==> config.mk <==
export PLATFORM = sky130hd
export DESIGN_NAME = slave_if_wr
export DESIGN_NICKNAME = d
export VERILOG_FILES = /design/src/rtl/slave_if_wr.sv
export SDC_FILE = /design/constraint.sdc
export NUM_CORES = 1
export LEC_CHECK = 0
export ABC_AREA = 1
export CORE_AREA = 2 2 104 106
export DETAILED_ROUTE_END_ITERATION = 8
export DIE_AREA = 0 0 106 108
export PLACE_DENSITY_LB_ADDON = 0.25
export RECOVER_POWER = 50
export SYNTH_ARGS = -nofsm -noshare
export SYNTH_HDL_FRONTEND = slang
export SYNTH_SLANG_ARGS = --single-unit
==> constraint.sdc <==
create_clock -name iClk -period 1.5 [get_ports iClk]
set_input_delay 0.15 -clock iClk [delete_from_list [all_inputs] [get_ports iClk]]
set_output_delay 0.15 -clock iClk [all_outputs]
set_load 0.005 [all_outputs]
==> src/rtl/slave_if_wr.sv <==
// slave_if_wr: round-robin arbiter granting one of four write masters onto a single slave write port.
// Optional: define SLV_WR_TIMEOUT_EN to force-release a grant whose master sits idle for TO_CYC cycles.
module slave_if_wr #(
  parameter int AW     = 12,
  parameter int DW     = 32,
  parameter int SW     = 4,
  parameter int TO_CYC = 255
) (
  input  logic          iClk,
  input  logic          iRst_n,
  input  logic          iMst0WrReq,
  input  logic          iMst0WrValid,
  input  logic [AW-1:0] iMst0WrAddr,
  input  logic [SW-1:0] iMst0WrSel,
  input  logic [DW-1:0] iMst0WrData,
  input  logic          iMst0WrLast,
  output logic          oMst0WrReady,
  input  logic          iMst1WrReq,
  input  logic          iMst1WrValid,
  input  logic [AW-1:0] iMst1WrAddr,
  input  logic [SW-1:0] iMst1WrSel,
  input  logic [DW-1:0] iMst1WrData,
  input  logic          iMst1WrLast,
  output logic          oMst1WrReady,
  input  logic          iMst2WrReq,
  input  logic          iMst2WrValid,
  input  logic [AW-1:0] iMst2WrAddr,
  input  logic [SW-1:0] iMst2WrSel,
  input  logic [DW-1:0] iMst2WrData,
  input  logic          iMst2WrLast,
  output logic          oMst2WrReady,
  input  logic          iMst3WrReq,
  input  logic          iMst3WrValid,
  input  logic [AW-1:0] iMst3WrAddr,
  input  logic [SW-1:0] iMst3WrSel,
  input  logic [DW-1:0] iMst3WrData,
  input  logic          iMst3WrLast,
  output logic          oMst3WrReady,
  output logic          oSlvWrValid,
  output logic [AW-1:0] oSlvWrAddr,
  output logic [SW-1:0] oSlvWrSel,
  output logic [DW-1:0] oSlvWrData,
  output logic          oSlvWrLast,
  input  logic          iSlvWrReady,
  output logic [1:0]    oGrant,
  output logic          oBusy,
  output logic          oTimeout
);

  typedef enum logic {IDLE = 1'b0, BUSY = 1'b1} state_t;

  state_t        stateReg, stateNext;
  logic [1:0]    grantReg, grantNext;
  logic [1:0]    rrPtrReg, rrPtrNext;

  logic [3:0]    mstReq, mstValid, mstLast, mstReady;
  logic [AW-1:0] mstAddr [4];
  logic [SW-1:0] mstSel  [4];
  logic [DW-1:0] mstData [4];

  logic          busy, grantValid, grantLast, xfer, normRelease, toHit;
  logic [1:0]    pickIdx, cand;
  logic          found;

  assign mstReq   = {iMst3WrReq,   iMst2WrReq,   iMst1WrReq,   iMst0WrReq};
  assign mstValid = {iMst3WrValid, iMst2WrValid, iMst1WrValid, iMst0WrValid};
  assign mstLast  = {iMst3WrLast,  iMst2WrLast,  iMst1WrLast,  iMst0WrLast};

  assign mstAddr[0] = iMst0WrAddr;
  assign mstAddr[1] = iMst1WrAddr;
  assign mstAddr[2] = iMst2WrAddr;
  assign mstAddr[3] = iMst3WrAddr;
  assign mstSel[0]  = iMst0WrSel;
  assign mstSel[1]  = iMst1WrSel;
  assign mstSel[2]  = iMst2WrSel;
  assign mstSel[3]  = iMst3WrSel;
  assign mstData[0] = iMst0WrData;
  assign mstData[1] = iMst1WrData;
  assign mstData[2] = iMst2WrData;
  assign mstData[3] = iMst3WrData;

  assign busy       = (stateReg == BUSY);
  assign grantValid = mstValid[grantReg];
  assign grantLast  = mstLast[grantReg];

  // Data path is a pure mux; only valid/last are qualified by the grant state.
  assign oSlvWrValid = busy & grantValid;
  assign oSlvWrLast  = busy & grantLast;
  assign oSlvWrAddr  = mstAddr[grantReg];
  assign oSlvWrSel   = mstSel[grantReg];
  assign oSlvWrData  = mstData[grantReg];

  assign xfer        = oSlvWrValid & iSlvWrReady;
  assign normRelease = (xfer & grantLast) | ~mstReq[grantReg];

  for (genvar gi = 0; gi < 4; gi++) begin : gReady
    assign mstReady[gi] = busy && (grantReg == 2'(gi)) && iSlvWrReady;
  end

  assign oMst0WrReady = mstReady[0];
  assign oMst1WrReady = mstReady[1];
  assign oMst2WrReady = mstReady[2];
  assign oMst3WrReady = mstReady[3];

  assign oGrant = grantReg;
  assign oBusy  = busy;

  // Search starts just after the last served master so every requester gets a turn.
  always_comb begin
    pickIdx = rrPtrReg;
    cand    = rrPtrReg;
    found   = 1'b0;
    for (int k = 1; k <= 4; k++) begin
      cand = rrPtrReg + 2'(k);
      if (!found && mstReq[cand]) begin
        pickIdx = cand;
        found   = 1'b1;
      end
    end
  end

  always_comb begin
    stateNext = stateReg;
    grantNext = grantReg;
    rrPtrNext = rrPtrReg;
    unique case (stateReg)
      IDLE: begin
        if (|mstReq) begin
          stateNext = BUSY;
          grantNext = pickIdx;
        end
      end
      BUSY: begin
        if (normRelease || toHit) begin
          stateNext = IDLE;
          rrPtrNext = grantReg;
        end
      end
      default: stateNext = IDLE;
    endcase
  end

  always_ff @(posedge iClk or negedge iRst_n) begin
    if (!iRst_n) begin
      stateReg <= IDLE;
      grantReg <= 2'd0;
      rrPtrReg <= 2'd3;
    end else begin
      stateReg <= stateNext;
      grantReg <= grantNext;
      rrPtrReg <= rrPtrNext;
    end
  end

`ifdef SLV_WR_TIMEOUT_EN
  logic [7:0] toCntReg, toCntNext;
  logic       timeoutReg;

  assign toHit    = busy && (toCntReg == 8'(TO_CYC));
  assign oTimeout = timeoutReg;

  // Counts consecutive granted cycles with no valid beat; a stalled valid beat holds it.
  always_comb begin
    toCntNext = 8'd0;
    if (busy && stateNext == BUSY) begin
      if (xfer)
        toCntNext = 8'd0;
      else if (!grantValid)
        toCntNext = toCntReg + 8'd1;
      else
        toCntNext = toCntReg;
    end
  end

  always_ff @(posedge iClk or negedge iRst_n) begin
    if (!iRst_n) begin
      toCntReg   <= 8'd0;
      timeoutReg <= 1'b0;
    end else begin
      toCntReg   <= toCntNext;
      timeoutReg <= toHit && !normRelease;
    end
  end
`else
  assign toHit    = 1'b0;
  assign oTimeout = 1'b0;
`endif

endmodule

# After elaboration in Yosys (flattened, before gate mapping)
# Cells that the tools add are included.
word_totals:
  out_inout_bits: 58
  input_bits: 207
  word_cells: 74
  regBits: 5
classes:
  mux: 33
  bitwise_logic: 8
  n_eq_ne: 3
  n_addsub: 3
  n_reduce_logical: 18
  n_lt_le_gt_ge: 6
op_table:
  columns: ["cell", "count"]
  rows:
  - ["$bmux W32 S2", 1]
  - ["$mux W32", 2]
  - ["$bmux W12 S2", 1]
  - ["$mux W12", 2]
  - ["$lt A2 B3 Y1 const B", 5]
  - ["$bmux W1 S2", 7]
  - ["$mux W1", 12]
  - ["$logic_and A1 B1 Y1", 11]
  - ["$bmux W4 S2", 1]
  - ["$mux W2", 4]
  - ["$mux W4", 2]
  - ["$add A2 B2 Y2 const B", 2]
  - ["$and A1 B1 Y1", 4]
  - ["$eq A2 B2 Y1 const B", 2]
  - ["$reduce_and A2 Y1", 2]
  - ["$reduce_or A4 Y1", 1]
  - ["$ge A3 B3 Y1 const B", 1]
  - ["$logic_not A1 Y1", 3]
  - ["$not A2 Y3", 1]
  - ["$add A2 B1 Y2 const B", 1]
  - ["$eq A2 B1 Y1 const B", 1]
  - ["$logic_not A2 Y1", 1]
  - ["$not A1 Y1", 2]
  - ["$pmux W1 S2", 1]
  - ["$or A1 B1 Y1", 1]

# Logic depth before layout (Yosys ltp)
depth:
  word_depth: 13
  depth_mapped: 12
  mapped_depth_nobuf: 11

# Least setup slack after synthesis
# OpenSTA, ideal clock, no wires.
synth_timing:
  path_kind: "flip-flop to flip-flop"
  start: "reg rrPtrReg[0]"
  end: "reg grantReg[1] (netlist: oGrant[1])"
  setup_ns: 0.117
  t_arrival_ns: 1.299
  synth_period_minus_slack_ns: 1.416
  path_slack_ns: 0.084
  stages_incl_launch_ff: 13
  cell_sequence: "dfstp_2 -> buf_6 -> inv_4 -> nand2_1 -> nand2_1 -> nand2_1 -> nand2_2 -> inv_1 -> nand3_1 -> nand3_1 -> nand2_1 -> nand2_1 -> nand2_1"
synth_between:
  elab_chain_len: 13
  elab_cells_between_ends: 24
  cone_classes: "add/sub (3); mux (15); reduce/logical (6)"
synth_lines:
  columns: ["element", "line", "source"]
  rows:
  - ["from (decl)", "54", "logic [1:0] rrPtrReg, rrPtrNext;"]
  - ["from (signal assigned)", "151", "rrPtrReg <= rrPtrNext;"]
  - ["$add A2 B1 Y2", "114", "cand = rrPtrReg + 2'(k);"]
  - ["$bmux W1 S2", "115", "if (!found && mstReq[cand]) begin"]
  - ["$mux W1 (not written as such)", "115", null]
  - ["$mux W1", "115", null]
  - ["$logic_not A1 Y1", "115", null]
  - ["$logic_and A1 B1 Y1", "115", null]
  - ["$mux W1", "115", null]
  - ["$logic_not A1 Y1", "115", null]
  - ["$logic_and A1 B1 Y1", "115", null]
  - ["$mux W1", "115", null]
  - ["$logic_not A1 Y1", "115", null]
  - ["$logic_and A1 B1 Y1", "115", null]
  - ["$mux W2 (*)", "115", null]
  - ["to (signal assigned)", "150", "grantReg <= grantNext;"]
  - ["to (decl)", "53", "logic [1:0] grantReg, grantNext;"]
# Every way passes the cells marked *; elsewhere a longest branch is shown, timed or not. The select of a mux whose other input is x is not followed.
# A chain may end at the register's enable or synchronous reset.

# Final worst setup path
layout_timing:
  start: "reg grantReg[1] (netlist: oGrant[1])"
  end: "out oSlvWrData[24]"
layout_between:
  elab_chain_len: 4
layout_lines:
  columns: ["element", "line", "source"]
  rows:
  - ["$not A2 Y3 (not written as such)", "91", "assign oSlvWrData = mstData[grantReg];"]
  - ["$bmux W32 S2", "91", null]
  - ["$mux W32 (not written as such) (2 in series)", "91", null]
  - ["to (decl)", "42", "output logic [DW-1:0] oSlvWrData,"]
# Every way passes these cells. The select of a mux whose other input is x is not followed.

==> impl_summary.md <==
Run status
The run finished, with violations left. The checks that failed: negative setup slack.

Layout
The area of combinational cells with multiple inputs is roughly 0.0019 mm^2. The final-stage net count is 816. The library cells used most frequently in the layout, excluding fill and tap cells, are sky130_fd_sc_hd__clkdlybuf4s50_1 (206), sky130_fd_sc_hd__nand2_1 (84), sky130_fd_sc_hd__a22oi_2 (74), sky130_fd_sc_hd__buf_2 (47), sky130_fd_sc_hd__buf_6 (34). The area added between synthesis and finish is 256%.

The sequential standard cell area is roughly 130 um^2. Fill cells in the final layout number between 900 and 1000. Once layout is done, the placed cells without fillers occupy 0.00569 mm^2.

Leaving out fill and tap cells, the most frequent cell in the layout is sky130_fd_sc_hd__clkdlybuf4s50_1. The post-route netlist has between 40% and 50% of its cells at a drive strength greater than 1. The antenna cell count is 0.

Placed design
The post-place instance area is between 0.004 and 0.005 mm^2. The number of buffers added on ports is about 260. The post-detailed-placement half-perimeter wirelength is around 9.6 mm. Routability-driven placement finished with a final weighted congestion of between 0.8 and 0.9. OpenSTA, run right after detailed placement, puts the worst setup slack at -0.395 ns.

Worst setup path
At the worst endpoint, the required time is roughly 1.4 ns. The category of the critical setup timing path is reg -> out. The worst setup path is launched from a flop.

The kind of capture point of the worst setup path is an output port. In this run the worst path has a maximum fanout of 8. The arrival time at the worst endpoint is 1.56 ns.

Pwr
The cell-internal power is between 0.005 and 0.006 W. In this run, the clock network consumes 2.6% of the power. The leakage power summed over all cells is ~2.4 nW. The power per unit of standard cell area is 1690 mW/mm^2. The worst-case IR drop observed on VDD is 0.866 mV. The analysis attributes to net switching a power of 0.00432 W. The combinational cell fraction of total power is 93.6%.

The share of total power dissipated in sequential elements is 3.8%. Of the total power, the share spent switching nets is 44.9%.

Clock tree
Clock tree synthesis selected as its root buffer the cell sky130_fd_sc_hd__clkbuf_8. The number of buffers on the longest clock path is 2. Counting every sink on the clock net gives 5. The clock-pin slew reported for the worst setup and hold paths after clock tree synthesis is ~0.040 ns.

For this design, the CTS-stage hold fixing added 0 buffers. The clock latency on the worst-skew pair is about 0.22 ns. The CTS tree is yes. The number of levels the H-tree was split into is 1.

The number of buffers created by CTS is 3.

Yosys
The share of synthesized cell area in and, or, nand and nor gates is 39.2%. Yosys printed 0 warnings. The synthesized netlist devotes about two fifths of its cell area to compound gates.

The main combinational cell family by area after synthesis is compound AO/OA/AOI/OAI gates. sky130_fd_sc_hd__a22oi_1 takes more of the synthesized area than any other cell. The register bit total from synthesis is 5.

The sequential cell area fraction in the yosys report is ~8%. Measured against the total synthesized area, the mux share comes to 0%. Counting every instance in the synthesized netlist gives 280. By area the synthesized netlist is led by sky130_fd_sc_hd__a22oi_1 (39%), sky130_fd_sc_hd__nand2_1 (27%), sky130_fd_sc_hd__nand3_1 (6.3%), sky130_fd_sc_hd__dfrtp_1 (4.7%), sky130_fd_sc_hd__dfstp_2 (3.3%).

After Yosys synthesis, full adders, half adders and majority gates account for 0% of the synthesized area. Summing every instance area after synthesis gives between 0.0015 and 0.002 mm^2. After synthesis, the largest area contributor takes up 39.0% of total cell area.

When the netlist entered floorplanning its net count stood at ~490. Yosys mapped the design onto 24 distinct sky130hd cell types. The xor and xnor fraction of the mapped netlist area is 0.548%. The average footprint of a synthesized cell is 5.71 um^2.

Drt
The violation count after the first detailed-route iteration is roughly 130. Summing over every cut layer, the via total after detailed routing is 3500. The average via count per standard cell is about 4.7. For this run, design rule violations remaining after detail routing come to 0. The final wirelength is 13.4 mm. In the final routed layout, each cell accounts on average for around 18 um. The final antenna-violating net count is 0.

The first TritonRoute pass finished after 4 iterations.

Floorplan
The full die area is roughly 0.011 mm^2. The standard cell core area is 0.0102 mm^2. The count of pins on the block boundary is roughly 270. Once the floorplan was initialized, standard cells occupied 15.6% of the core. The number of standard-cell rows in the floorplan is 37.

The vertical die dimension is roughly 110 um. Measured along the x axis, the die boundary spans roughly 110 um.

Min path
In this run the worst hold path is classified as in -> async.

GRT
The total routing resource utilization after global routing is between 20% and 30%. The number of antenna violations at the first check in global routing came to 0. The pin count of the biggest net entering global routing is 18. The first global-routing pass estimated 19.0 mm of wire. The number of global-route vias before repair is 3644. The remaining global-route overflow is 0.

STA
The clock skew after layout is between 0.003 and 0.004 ns. For the finished layout, the period the worst path requires is ~1.7 ns. Dividing the final minimum period by the clock period gives 114%. The setup violation total in the final timing report is approximately 60.

The number of failing hold endpoints at the final stage is 0. Setup repair after global routing could not meet its margin everywhere. The max-slew violation total from the final report came to 0. Timing would allow up to around 580 MHz. Setup slack on the critical path of the routed design comes to -0.212 ns.

Run
The count of maximum capacitance violations is 0.
[power by group through the flow]
stage	combinational [W]	sequential, W	clock [W]
2_1_floorplan	0.00274	0.000309	0
3_3_place_gp	0.00645	0.000329	0
3_5_place_dp	0.00651	0.000339	0
4_1_cts	0.00867	0.000364	0.000256
5_1_grt	0.00962	0.000384	0.000266
6_report	0.00901	0.000367	0.000253
[what timing repair did]
item,in CTS,in global routing
endpoints found under the setup margin,61,58
setup buffers,39,14
cloned,9,0
pin swaps,36,44
resized for setup,350,66
[synthesized netlist by cell type]
| cell | count |
|---|---|
| sky130_fd_sc_hd__a21oi_1 | 3 |
| sky130_fd_sc_hd__a21oi_2 | 2 |
| sky130_fd_sc_hd__a22oi_1 | 83 |
| sky130_fd_sc_hd__and2_4 | 1 |
| sky130_fd_sc_hd__buf_2 | 6 |
| sky130_fd_sc_hd__buf_4 | 5 |
| sky130_fd_sc_hd__buf_6 | 3 |
| sky130_fd_sc_hd__clkbuf_1 | 8 |
| sky130_fd_sc_hd__conb_1 | 1 |
| sky130_fd_sc_hd__dfrtp_1 | 3 |
| sky130_fd_sc_hd__dfstp_2 | 2 |
| sky130_fd_sc_hd__inv_1 | 5 |
| sky130_fd_sc_hd__inv_2 | 4 |
| sky130_fd_sc_hd__inv_4 | 1 |
| sky130_fd_sc_hd__nand2_1 | 115 |
| sky130_fd_sc_hd__nand2_2 | 3 |
| sky130_fd_sc_hd__nand3_1 | 20 |
| sky130_fd_sc_hd__nand4_1 | 3 |
| sky130_fd_sc_hd__nor2_1 | 5 |
| sky130_fd_sc_hd__nor2_2 | 3 |
| sky130_fd_sc_hd__nor3_1 | 1 |
| sky130_fd_sc_hd__nor4_1 | 1 |
| sky130_fd_sc_hd__o21ai_0 | 1 |
| sky130_fd_sc_hd__xor2_1 | 1 |
[path summary, 6_finish.rpt]
path	cells past startpoint	from	slack [ns]	end
setup / recovery	8	oGrant[1]$_DFFE_PN0P_	-0.21	oSlvWrData[24]
min in group iClk	2	rrPtrReg[1]$_DFFE_PN1P_	0.53	rrPtrReg[1]$_DFFE_PN1P_
setup reg to reg	12	oGrant[0]$_DFFE_PN0P_	-0.12	rrPtrReg[1]$_DFFE_PN1P_
hold reg to reg	2	rrPtrReg[1]$_DFFE_PN1P_	0.53	rrPtrReg[1]$_DFFE_PN1P_
max in group asynchronous	1	iRst_n	0.99	rrPtrReg[1]$_DFFE_PN1P_
hold / removal	1	iRst_n	0.24	oBusy$_DFF_PN0_
[critical path, cell delays in order, from the launching register on]
cell                      delay, ns
sky130_fd_sc_hd__dfrtp_2       0.46
sky130_fd_sc_hd__buf_6         0.16
sky130_fd_sc_hd__nand2_8       0.09
sky130_fd_sc_hd__inv_12        0.06
sky130_fd_sc_hd__buf_12        0.14
sky130_fd_sc_hd__buf_6         0.12
sky130_fd_sc_hd__a22oi_2       0.12
sky130_fd_sc_hd__nand2_1       0.07
sky130_fd_sc_hd__buf_2         0.13
[logic make-up after synthesis]
group,Yosys count
AO/OA/AOI/OAI,89
XOR/XNOR,1
buffers and inverters,32
flip-flops,5
other,1
AND/OR/NAND/NOR,152
[final cells by class]
type | count | share of cell area [%]
timing repair buffer | 344 | 59.0
multi-input combinational | 243 | 33.5
sequential | 5 | 2.29
clock buffer | 4 | 0.791
tap | 136 | 2.99
inverter | 10 | 1.14
timing repair inverter | 2 | 0.264
[stage by stage]
step           setup TNS [ns]  hold WS, ns  total power, W  utilization, %  cells
6_report                -7.75        0.238         0.00963            55.7    744
5_1_grt                -11.64        0.259          0.0103            55.7    744
4_1_cts                 -8.35        0.173         0.00929            53.9    738
3_5_place_dp           -18.23        0.404         0.00685            44.9    686
3_3_place_gp           -14.96        0.390         0.00678            44.9    686
2_1_floorplan               0       -0.146         0.00305               -    280
[routing by layer]
metal | track usage, % | wire length (um)
met5 | 0 | 0
met4 | 3.20 | 161
met3 | 5.24 | 1010
met2 | 42.0 | 7390
met1 | 22.6 | 4810
[sequential cells by signal, indices dropped and copies added, names as in the netlist]
signal / flops
oGrant: 2
oBusy: 1
rrPtrReg: 2
(Power assumes the default switching activity.)
